File: src/rtl/arc_arrival_accum_if.sv
// arc_arrival_accum_if: arc-beat input and gate-result output handshake bundle; slack ports present under SLACK_CHECK_EN.
interface arc_arrival_accum_if #(parameter int TW = 16, parameter int PW = 3, parameter int GW = 12);
  logic          in_valid;
  logic          in_ready;
  logic [GW-1:0] in_gate;
  logic [PW-1:0] in_pin;
  logic [TW-1:0] in_arr;
  logic [TW-1:0] in_dly;
  logic          in_last;
  logic          out_valid;
  logic          out_ready;
  logic [GW-1:0] out_gate;
  logic [TW-1:0] out_arr;
  logic [PW-1:0] out_crit_pin;
  logic          out_ovf;
  logic          out_err;
`ifdef SLACK_CHECK_EN
  logic [TW-1:0] req_time;
  logic [TW:0]   out_slack;
  logic          out_viol;
`endif
  modport master (
    output in_valid, in_gate, in_pin, in_arr, in_dly, in_last, out_ready,
    input  in_ready, out_valid, out_gate, out_arr, out_crit_pin, out_ovf, out_err
`ifdef SLACK_CHECK_EN
    , output req_time, input out_slack, out_viol
`endif
  );
  modport slave (
    input  in_valid, in_gate, in_pin, in_arr, in_dly, in_last, out_ready,
    output in_ready, out_valid, out_gate, out_arr, out_crit_pin, out_ovf, out_err
`ifdef SLACK_CHECK_EN
    , input req_time, output out_slack, out_viol
`endif
  );
endinterface

File: src/rtl/arc_arrival_accum.sv
// arc_arrival_accum: reduces the timing arcs of one gate output to max(arr+dly) with critical pin.
// Optional SLACK_CHECK_EN adds registered slack/violation against a required time.
module arc_arrival_accum #(
  parameter int TW = 16,
  parameter int PW = 3,
  parameter int GW = 12
) (
  input logic CP,
  input logic RST,
  arc_arrival_accum_if.slave bus
);
  typedef enum logic {FIRST, ACCUM} state_t;
  state_t        r_state;
  logic [TW-1:0] r_max;
  logic [PW-1:0] r_crit;
  logic [GW-1:0] r_gate;
  logic          r_ovf;
  logic          r_err;
  logic          r_out_valid;
  logic [TW-1:0] r_out_arr;
  logic [PW-1:0] r_out_crit;
  logic [GW-1:0] r_out_gate;
  logic          r_out_ovf;
  logic          r_out_err;
  logic [TW:0]   w_sum;
  logic          w_sat;
  logic [TW-1:0] w_clamp;
  logic          w_first;
  logic          w_take;
  logic          w_acc;
  logic [TW-1:0] w_max;
  logic [PW-1:0] w_crit;
  logic [GW-1:0] w_gate;
  logic          w_ovf;
  logic          w_err;
  assign w_sum   = {1'b0, bus.in_arr} + {1'b0, bus.in_dly};
  assign w_sat   = w_sum[TW];
  assign w_clamp = w_sat ? '1 : w_sum[TW-1:0];
  assign w_first = r_state == FIRST;
  // strict compare so a tie keeps the earlier pin
  assign w_take  = w_first | (w_clamp > r_max);
  assign w_max   = w_take ? w_clamp : r_max;
  assign w_crit  = w_take ? bus.in_pin : r_crit;
  assign w_gate  = w_first ? bus.in_gate : r_gate;
  assign w_ovf   = (w_first ? 1'b0 : r_ovf) | w_sat;
  assign w_err   = w_first ? 1'b0 : (r_err | (bus.in_gate != r_gate));
  assign bus.in_ready     = !r_out_valid | bus.out_ready;
  assign w_acc            = bus.in_valid & bus.in_ready;
  assign bus.out_valid    = r_out_valid;
  assign bus.out_arr      = r_out_arr;
  assign bus.out_crit_pin = r_out_crit;
  assign bus.out_gate     = r_out_gate;
  assign bus.out_ovf      = r_out_ovf;
  assign bus.out_err      = r_out_err;
`ifdef SLACK_CHECK_EN
  logic [TW:0] r_out_slack;
  logic        r_out_viol;
  logic [TW:0] w_slack;
  assign w_slack       = {1'b0, bus.req_time} - {1'b0, w_max};
  assign bus.out_slack = r_out_slack;
  assign bus.out_viol  = r_out_viol;
  always_ff @(posedge CP)
    if (RST) begin
      r_out_slack <= '0;
      r_out_viol  <= 1'b0;
    end else if (w_acc && bus.in_last) begin
      r_out_slack <= w_slack;
      r_out_viol  <= w_slack[TW];
    end
`endif
  always_ff @(posedge CP)
    if (RST) begin
      r_state     <= FIRST;
      r_max       <= '0;
      r_crit      <= '0;
      r_gate      <= '0;
      r_ovf       <= 1'b0;
      r_err       <= 1'b0;
      r_out_valid <= 1'b0;
      r_out_arr   <= '0;
      r_out_crit  <= '0;
      r_out_gate  <= '0;
      r_out_ovf   <= 1'b0;
      r_out_err   <= 1'b0;
    end else begin
      if (w_acc) begin
        r_max   <= w_max;
        r_crit  <= w_crit;
        r_gate  <= w_gate;
        r_ovf   <= w_ovf;
        r_err   <= w_err;
        r_state <= bus.in_last ? FIRST : ACCUM;
      end
      // a new result may overwrite one being drained on the same edge
      if (w_acc && bus.in_last) begin
        r_out_valid <= 1'b1;
        r_out_arr   <= w_max;
        r_out_crit  <= w_crit;
        r_out_gate  <= w_gate;
        r_out_ovf   <= w_ovf;
        r_out_err   <= w_err;
      end else if (bus.out_ready) begin
        r_out_valid <= 1'b0;
      end
    end
endmodule
File: src/flat_wrapper.sv
// flat-port wrapper written by rule: the top's interface ports become plain ports
module arc_arrival_accum_flat 
#(
  parameter int TW = 16,
  parameter int PW = 3,
  parameter int GW = 12
)
  (CP, RST, bus_in_valid, bus_in_gate, bus_in_pin, bus_in_arr, bus_in_dly, bus_in_last, bus_out_ready, bus_in_ready, bus_out_valid, bus_out_gate, bus_out_arr, bus_out_crit_pin, bus_out_ovf, bus_out_err);
  arc_arrival_accum_if #(.TW(TW), .PW(PW), .GW(GW)) bus_i ();
  input logic CP;
  input logic RST;
  input wire logic [$bits(bus_i.in_valid)-1:0] bus_in_valid;
  input wire logic [$bits(bus_i.in_gate)-1:0] bus_in_gate;
  input wire logic [$bits(bus_i.in_pin)-1:0] bus_in_pin;
  input wire logic [$bits(bus_i.in_arr)-1:0] bus_in_arr;
  input wire logic [$bits(bus_i.in_dly)-1:0] bus_in_dly;
  input wire logic [$bits(bus_i.in_last)-1:0] bus_in_last;
  input wire logic [$bits(bus_i.out_ready)-1:0] bus_out_ready;
  output wire logic [$bits(bus_i.in_ready)-1:0] bus_in_ready;
  output wire logic [$bits(bus_i.out_valid)-1:0] bus_out_valid;
  output wire logic [$bits(bus_i.out_gate)-1:0] bus_out_gate;
  output wire logic [$bits(bus_i.out_arr)-1:0] bus_out_arr;
  output wire logic [$bits(bus_i.out_crit_pin)-1:0] bus_out_crit_pin;
  output wire logic [$bits(bus_i.out_ovf)-1:0] bus_out_ovf;
  output wire logic [$bits(bus_i.out_err)-1:0] bus_out_err;
  assign bus_i.in_valid = bus_in_valid;
  assign bus_i.in_gate = bus_in_gate;
  assign bus_i.in_pin = bus_in_pin;
  assign bus_i.in_arr = bus_in_arr;
  assign bus_i.in_dly = bus_in_dly;
  assign bus_i.in_last = bus_in_last;
  assign bus_i.out_ready = bus_out_ready;
  assign bus_in_ready = bus_i.in_ready;
  assign bus_out_valid = bus_i.out_valid;
  assign bus_out_gate = bus_i.out_gate;
  assign bus_out_arr = bus_i.out_arr;
  assign bus_out_crit_pin = bus_i.out_crit_pin;
  assign bus_out_ovf = bus_i.out_ovf;
  assign bus_out_err = bus_i.out_err;
  arc_arrival_accum #(.TW(TW), .PW(PW), .GW(GW)) u_core (.CP(CP), .RST(RST), .bus(bus_i));
endmodule
File: config.mk
export PLATFORM = sky130hd
export DESIGN_NAME = arc_arrival_accum_flat
export DESIGN_NICKNAME = d
export VERILOG_FILES = /design/src/rtl/arc_arrival_accum_if.sv /design/src/rtl/arc_arrival_accum.sv /design/src/flat_wrapper.sv
export SDC_FILE = /design/constraint.sdc
export NUM_CORES = 1
export LEC_CHECK = 0
export ABC_AREA = 1
export BUFFER_PORTS_ARGS = -buffer_cell sky130_fd_sc_hd__buf_2
export CORE_UTILIZATION = 50
export CTS_BUF_LIST = sky130_fd_sc_hd__clkbuf_4 sky130_fd_sc_hd__clkbuf_8
export DETAILED_ROUTE_END_ITERATION = 7
export PLACE_DENSITY = 0.73
export RECOVER_POWER = 25
export SETUP_SLACK_MARGIN = 0.15
export SLEW_MARGIN = 20
export SYNTH_ARGS = -nofsm -noshare
export SYNTH_HDL_FRONTEND = slang
export SYNTH_SLANG_ARGS = --single-unit
File: constraint.sdc
create_clock -name CP -period 8.6 [get_ports CP]
set_input_delay 0 -clock CP [delete_from_list [all_inputs] [get_ports CP]]
set_output_delay 0 -clock CP [all_outputs]
set_load 0.03 [all_outputs]
# Word level (Yosys, flattened, before mapping)
# Index checks and enable logic that the tools add are counted.
word_totals:
  reg_bits: 68
  input_bits: 52
  out_inout_bits: 35
  wordCells: 33
op_classes:
  add_sub_neg: 1
  order_cmp: 1
  eq_ne: 1
  muxes: 9
  n_bitwise: 6
  reduce_logical: 3
ops:
  columns: ["operator", "n"]
  rows:
  - ["$mux 16", 2]
  - ["$add 16x16->17", 1]
  - ["$gt 16x16->1", 1]
  - ["$mux 12", 1]
  - ["$ne 12x12->1", 1]
  - ["$mux 1", 5]
  - ["$or 1x1->1", 4]
  - ["$mux 3", 1]
  - ["$reduce_bool 2->1", 1]
  - ["$and 1x1->1", 1]
  - ["$logic_and 1x1->1", 1]
  - ["$logic_not 1->1", 1]
  - ["$not 1->1", 1]

# Depth between registers and ports, before layout
depth:
  ltp_word: 5
  depth_mapped: 28
  mapped_depth_nobuf: 26

# Least setup slack after synthesis
# Ideal clock, no wire load.
synth_timing:
  path_type: "input -> register"
  from: "input port bus_in_dly[0]"
  to: "register u_core.r_max[14]"
  arrival_ns: 2.663
  required_time_ns: 8.491
  setup_slack_ns: 5.828
  stages: 23
  n_path_buf: 3
  path_cell_list: "ha_1 -> fa_1 -> nand3_1 -> nand2_2 -> nand2_2 -> nand2_4 -> a21oi_4 -> buf_12 -> nand2_4 -> ha_1 -> nand2_1 -> nor2_1 -> nand2_1 -> nand2_1 -> nand2_1 -> nand2_1 -> nand2_1 -> buf_4 -> buf_8 -> nand3_1 -> nand3_1 -> nand2_1 -> inv_1"
synth_via:
  elab_chain_len: 5
synth_lines:
  columns: ["item", "line", "rtl"]
  rows:
  - ["from (decl)", "flat_wrapper.sv:16", "input wire logic [$bits(bus_i.in_dly)-1:0] bus_in_dly;"]
  - ["$add 16x16->17 *", "arc_arrival_accum.sv:36", "assign w_sum = {1'b0, bus.in_arr} + {1'b0, bus.in_dly};"]
  - ["$mux 16 *", "arc_arrival_accum.sv:38", "assign w_clamp = w_sat ? '1 : w_sum[TW-1:0];"]
  - ["$gt 16x16->1", "arc_arrival_accum.sv:41", "assign w_take = w_first | (w_clamp > r_max);"]
  - ["$or 1x1->1", "arc_arrival_accum.sv:41", null]
  - ["$mux 16 *", "arc_arrival_accum.sv:42", "assign w_max = w_take ? w_clamp : r_max;"]
  - ["to (signal assigned)", "arc_arrival_accum.sv:87", "r_max <= w_max;"]
  - ["to (decl)", "arc_arrival_accum.sv:14", "logic [TW-1:0] r_max;"]
# Mark *: on every way between the ends. The rest lies on a longest branch, timed or not.
# A chain may end at the register's enable or synchronous reset.

# Worst setup path after layout
layout_timing:
  from: "input port bus_in_dly[0]"
  to: "register u_core.r_max[9]"
# The elaborated chain is that of the path after synthesis.

==> impl_metrics.env <==
export IMPL_yosys_cell_count_top_type="nand2_1"
export IMPL_crit_chain="buf_2, ha_1, fa_1, nand3_1, nand2_2, nand2_2, nand2_4, a21oi_4, nand3_1, ha_1, a21oi_1, nand2_1, a21oi_1, nand2_1, nand2_1, nand2_4, nand2_1, nand3_1, nand2_1, inv_1"
export IMPL_grt_usage=0.2350
export IMPL_grt_ovfl_total=0
export IMPL_worst_slew_pin_transition_ns=0.8601
export IMPL_crit_type="in -> reg"
export IMPL_startpoint_type="primary input"
export IMPL_ys_seq_area_frac=0.2978
export IMPL_cts_max_level=3
export IMPL_area_delta_synth_final_pct=13.68
export IMPL_p_per_area_nw_per_um2=179.8
export IMPL_cpMostUsedCell="nand2_1"
export IMPL_synth_top_area_share=0.2978
export IMPL_antenna_found_initial=0
export IMPL_cp_slowest_cell="a21oi_4"
export IMPL_min_period_ns=3.893
export IMPL_finalSetupTns_ns=0
export IMPL_cts_inserted_buffers=9
export IMPL_n_antenna_cell=0
export IMPL_critPathRequiredTime_ns=8.84
export IMPL_ys_ff_latch=68
export IMPL_synthArstFlopShare=0
export IMPL_slowest_delay_ns=0.67
export IMPL_cts_sinks=68
export IMPL_cap_violations=0
export IMPL_dp_hpwl_mm=7.927
export IMPL_clk_pin_slew_worst_paths_ns=0.08
export IMPL_cts_tree="done"
export IMPL_setup_slack_ns=4.707
export IMPL_ys_types=38
export IMPL_ant_nets=0
export IMPL_cts_setup_buffers=0
export IMPL_pre_cts_ws_ns=4.349
export IMPL_ios=87
export IMPL_synth_area_leaders="dfxtp_1, nand2_1, ha_1, inv_1, nand3_1"
export IMPL_slew_headroom=0.4258
export IMPL_root_buffer="clkbuf_8"
export IMPL_port_buffers=86
export IMPL_fp_dieH_um=97.63
export IMPL_grt_max_degree=53
export IMPL_clkLatencyLatePin_ns=0.35
export IMPL_ys_warn_count=0
export IMPL_grt_pass1_wl_mm=18.51
export IMPL_routedWlPerCell_um=12.02
export IMPL_ir_worst_vdd_mv=0.08957
export IMPL_drt_vias_per_instance=5.002
export IMPL_hold_buffers=5
export IMPL_drv_slew=0
export IMPL_drt_total_wl_mm=10.61
export IMPL_hold_violations=0
export IMPL_grt_pass1_vias=4170
export IMPL_place_congestion=0.8507
export IMPL_via_count=4417
export IMPL_synth_cells=691
export IMPL_die_area_um2=9531
export IMPL_synth_main_ff_cell="dfxtp_1"
export IMPL_fp_coreArea_um2=8806
export IMPL_drive_above_1_share=0.1548
export IMPL_p_leak_nw=2.810
export IMPL_synth_edf_count=0
export IMPL_nets=855
export IMPL_clock_skew_ns=0.01023
export IMPL_setup_violations=0
export IMPL_clockBufferDepth=2
export IMPL_violations="design-rule violations"
export IMPL_rows=34
export IMPL_path_buf_inv=2
export IMPL_worstPathArrival_ns=4.14
export IMPL_start_util=0.5192
export IMPL_rsz0062_at_grt="false"
export IMPL_synth_nets=776
export IMPL_finalCritPeriodShare=0.4526
export IMPL_syn_area_um2=4572
export IMPL_max_clock_freq_mhz=256.9
export IMPL_hold_path_class="in -> reg"
export IMPL_ctsResizeCount=0
export IMPL_outcome="finished with violations"
export IMPL_first_iter_violations=233
export IMPL_crit_family="simple AND/OR/NAND/NOR gates"
export IMPL_avgSynthCellArea_um2=6.616
export IMPL_dr_pass1_iters=7
export IMPL_crit_path_max_fanout=20
export IMPL_die_x_um=97.63
export IMPL_drc=14
export IMPL_ys_top_cells_by_count="nand2_1, inv_1, dfxtp_1"
export IMPL_synth_top_area_cell="dfxtp_1"
export IMPL_setup_worst_path_end_class="flip-flop"
final cells by class:
| class | count | area, um2 |
|---|---|---|
| clock inverters | 7 | 75.07 |
| flip-flops and latches | 68 | 1361 |
| repair buffers | 93 | 464.2 |
| fillers | 899 | 3608 |
| clock buffers | 9 | 123.9 |
| multi-input cells | 496 | 2655 |
| well taps | 108 | 135.1 |
| inverters | 102 | 382.9 |
layer usage:
layer,up-vias,wire [um],global-route usage
met1,1993,5133,0.3009
met3,11,396,0.04388
li1,2327,-,-
met5,-,0,0
met4,0,89,0.05944
met2,86,4993,0.4048
cell usage in the layout, fill, tap and decap left out, types with 2 or more instances in the layout:
cell,instances
mux2i_1,5
a211oi_1,12
nand4_1,3
dlygate4sd3_1,5
o21ai_1,2
nand2_1,229
a21oi_1,32
buf_4,2
buf_2,61
o21ai_0,24
inv_2,5
clkbuf_8,9
nand2_2,18
a21o_1,2
a21oi_2,2
nor3_1,3
dfxtp_1,68
xnor2_1,8
xor2_1,4
clkinvlp_4,3
nand2_4,11
nor2_1,40
clkbuf_1,25
inv_1,96
nand3_1,60
ha_1,32
worst reg2reg max path, delay by kind of cell, from the launching register on:
family / cells / cell delay, ns
simple gates: 12 / 1.72
flops: 1 / 0.34
fa+ha+maj: 1 / 0.30
buf+inv: 3 / 0.15
report_power, final:
group	internal, mW	switching (mW)	total [mW]	leakage (nW)
Sequential	0.343	0.0158	0.358	0.561
Clock	0.135	0.130	0.265	0.0918
Combinational	0.107	0.204	0.311	2.16
Total	0.584	0.350	0.934	2.81
logic make-up (layout without fill, tap and decap cells):
kind of cell    Yosys count  after routing  synth area share
flops                    68             68            0.2978
xor+xnor                 12             12           0.02299
fa+ha+maj                33             33           0.09195
simple gates            368            368            0.3536
compound gates           78             78            0.1013
mux                       5              5           0.01095
buf+inv                 127            211            0.1215
stage by stage:
stage / hold WS, ns / cells / total power [mW] / util / area, um2
floorplan: 0.2028 / 691 / 0.6114 / - / 4572
global placement: 0.3018 / 862 / 0.6714 / 0.5655 / 4980
detailed placement: 0.3141 / 862 / 0.6761 / 0.5655 / 4980
CTS: 0.002336 / 883 / 0.9424 / 0.5938 / 5229
global route: 0.02336 / 883 / 0.9977 / 0.5902 / 5197
finish: 0.01038 / 883 / 0.9344 / 0.5902 / 5197
worst paths after layout:
check | slack (ns) | cells past startpoint | startpoint | to
setup / recovery | 4.71 | 20 | bus_in_dly[0] | u_core.r_max[9]
hold / removal | 0.01 | 3 | bus_in_gate[6] | u_core.bus.out_gate[6]
setup reg to reg | 6.00 | 16 | u_core.r_max[3] | u_core.r_max[9]
hold reg to reg | 0.45 | 2 | u_core.bus.out_arr[6] | u_core.bus.out_arr[6]
sequential cells by signal, summed over array words and instances (netlist names):
signal	count
u_core.r_max	16
u_core.r_crit	3
u_core.r_ovf	1
u_core.bus.out_ovf	1
u_core.bus.out_valid	1
u_core.bus.out_err	1
u_core.bus.out_crit_pin	3
u_core.r_gate	12
u_core.r_err	1
u_core.r_state	1
u_core.bus.out_arr	16
u_core.bus.out_gate	12
Power figures use the tool's default switching activity.
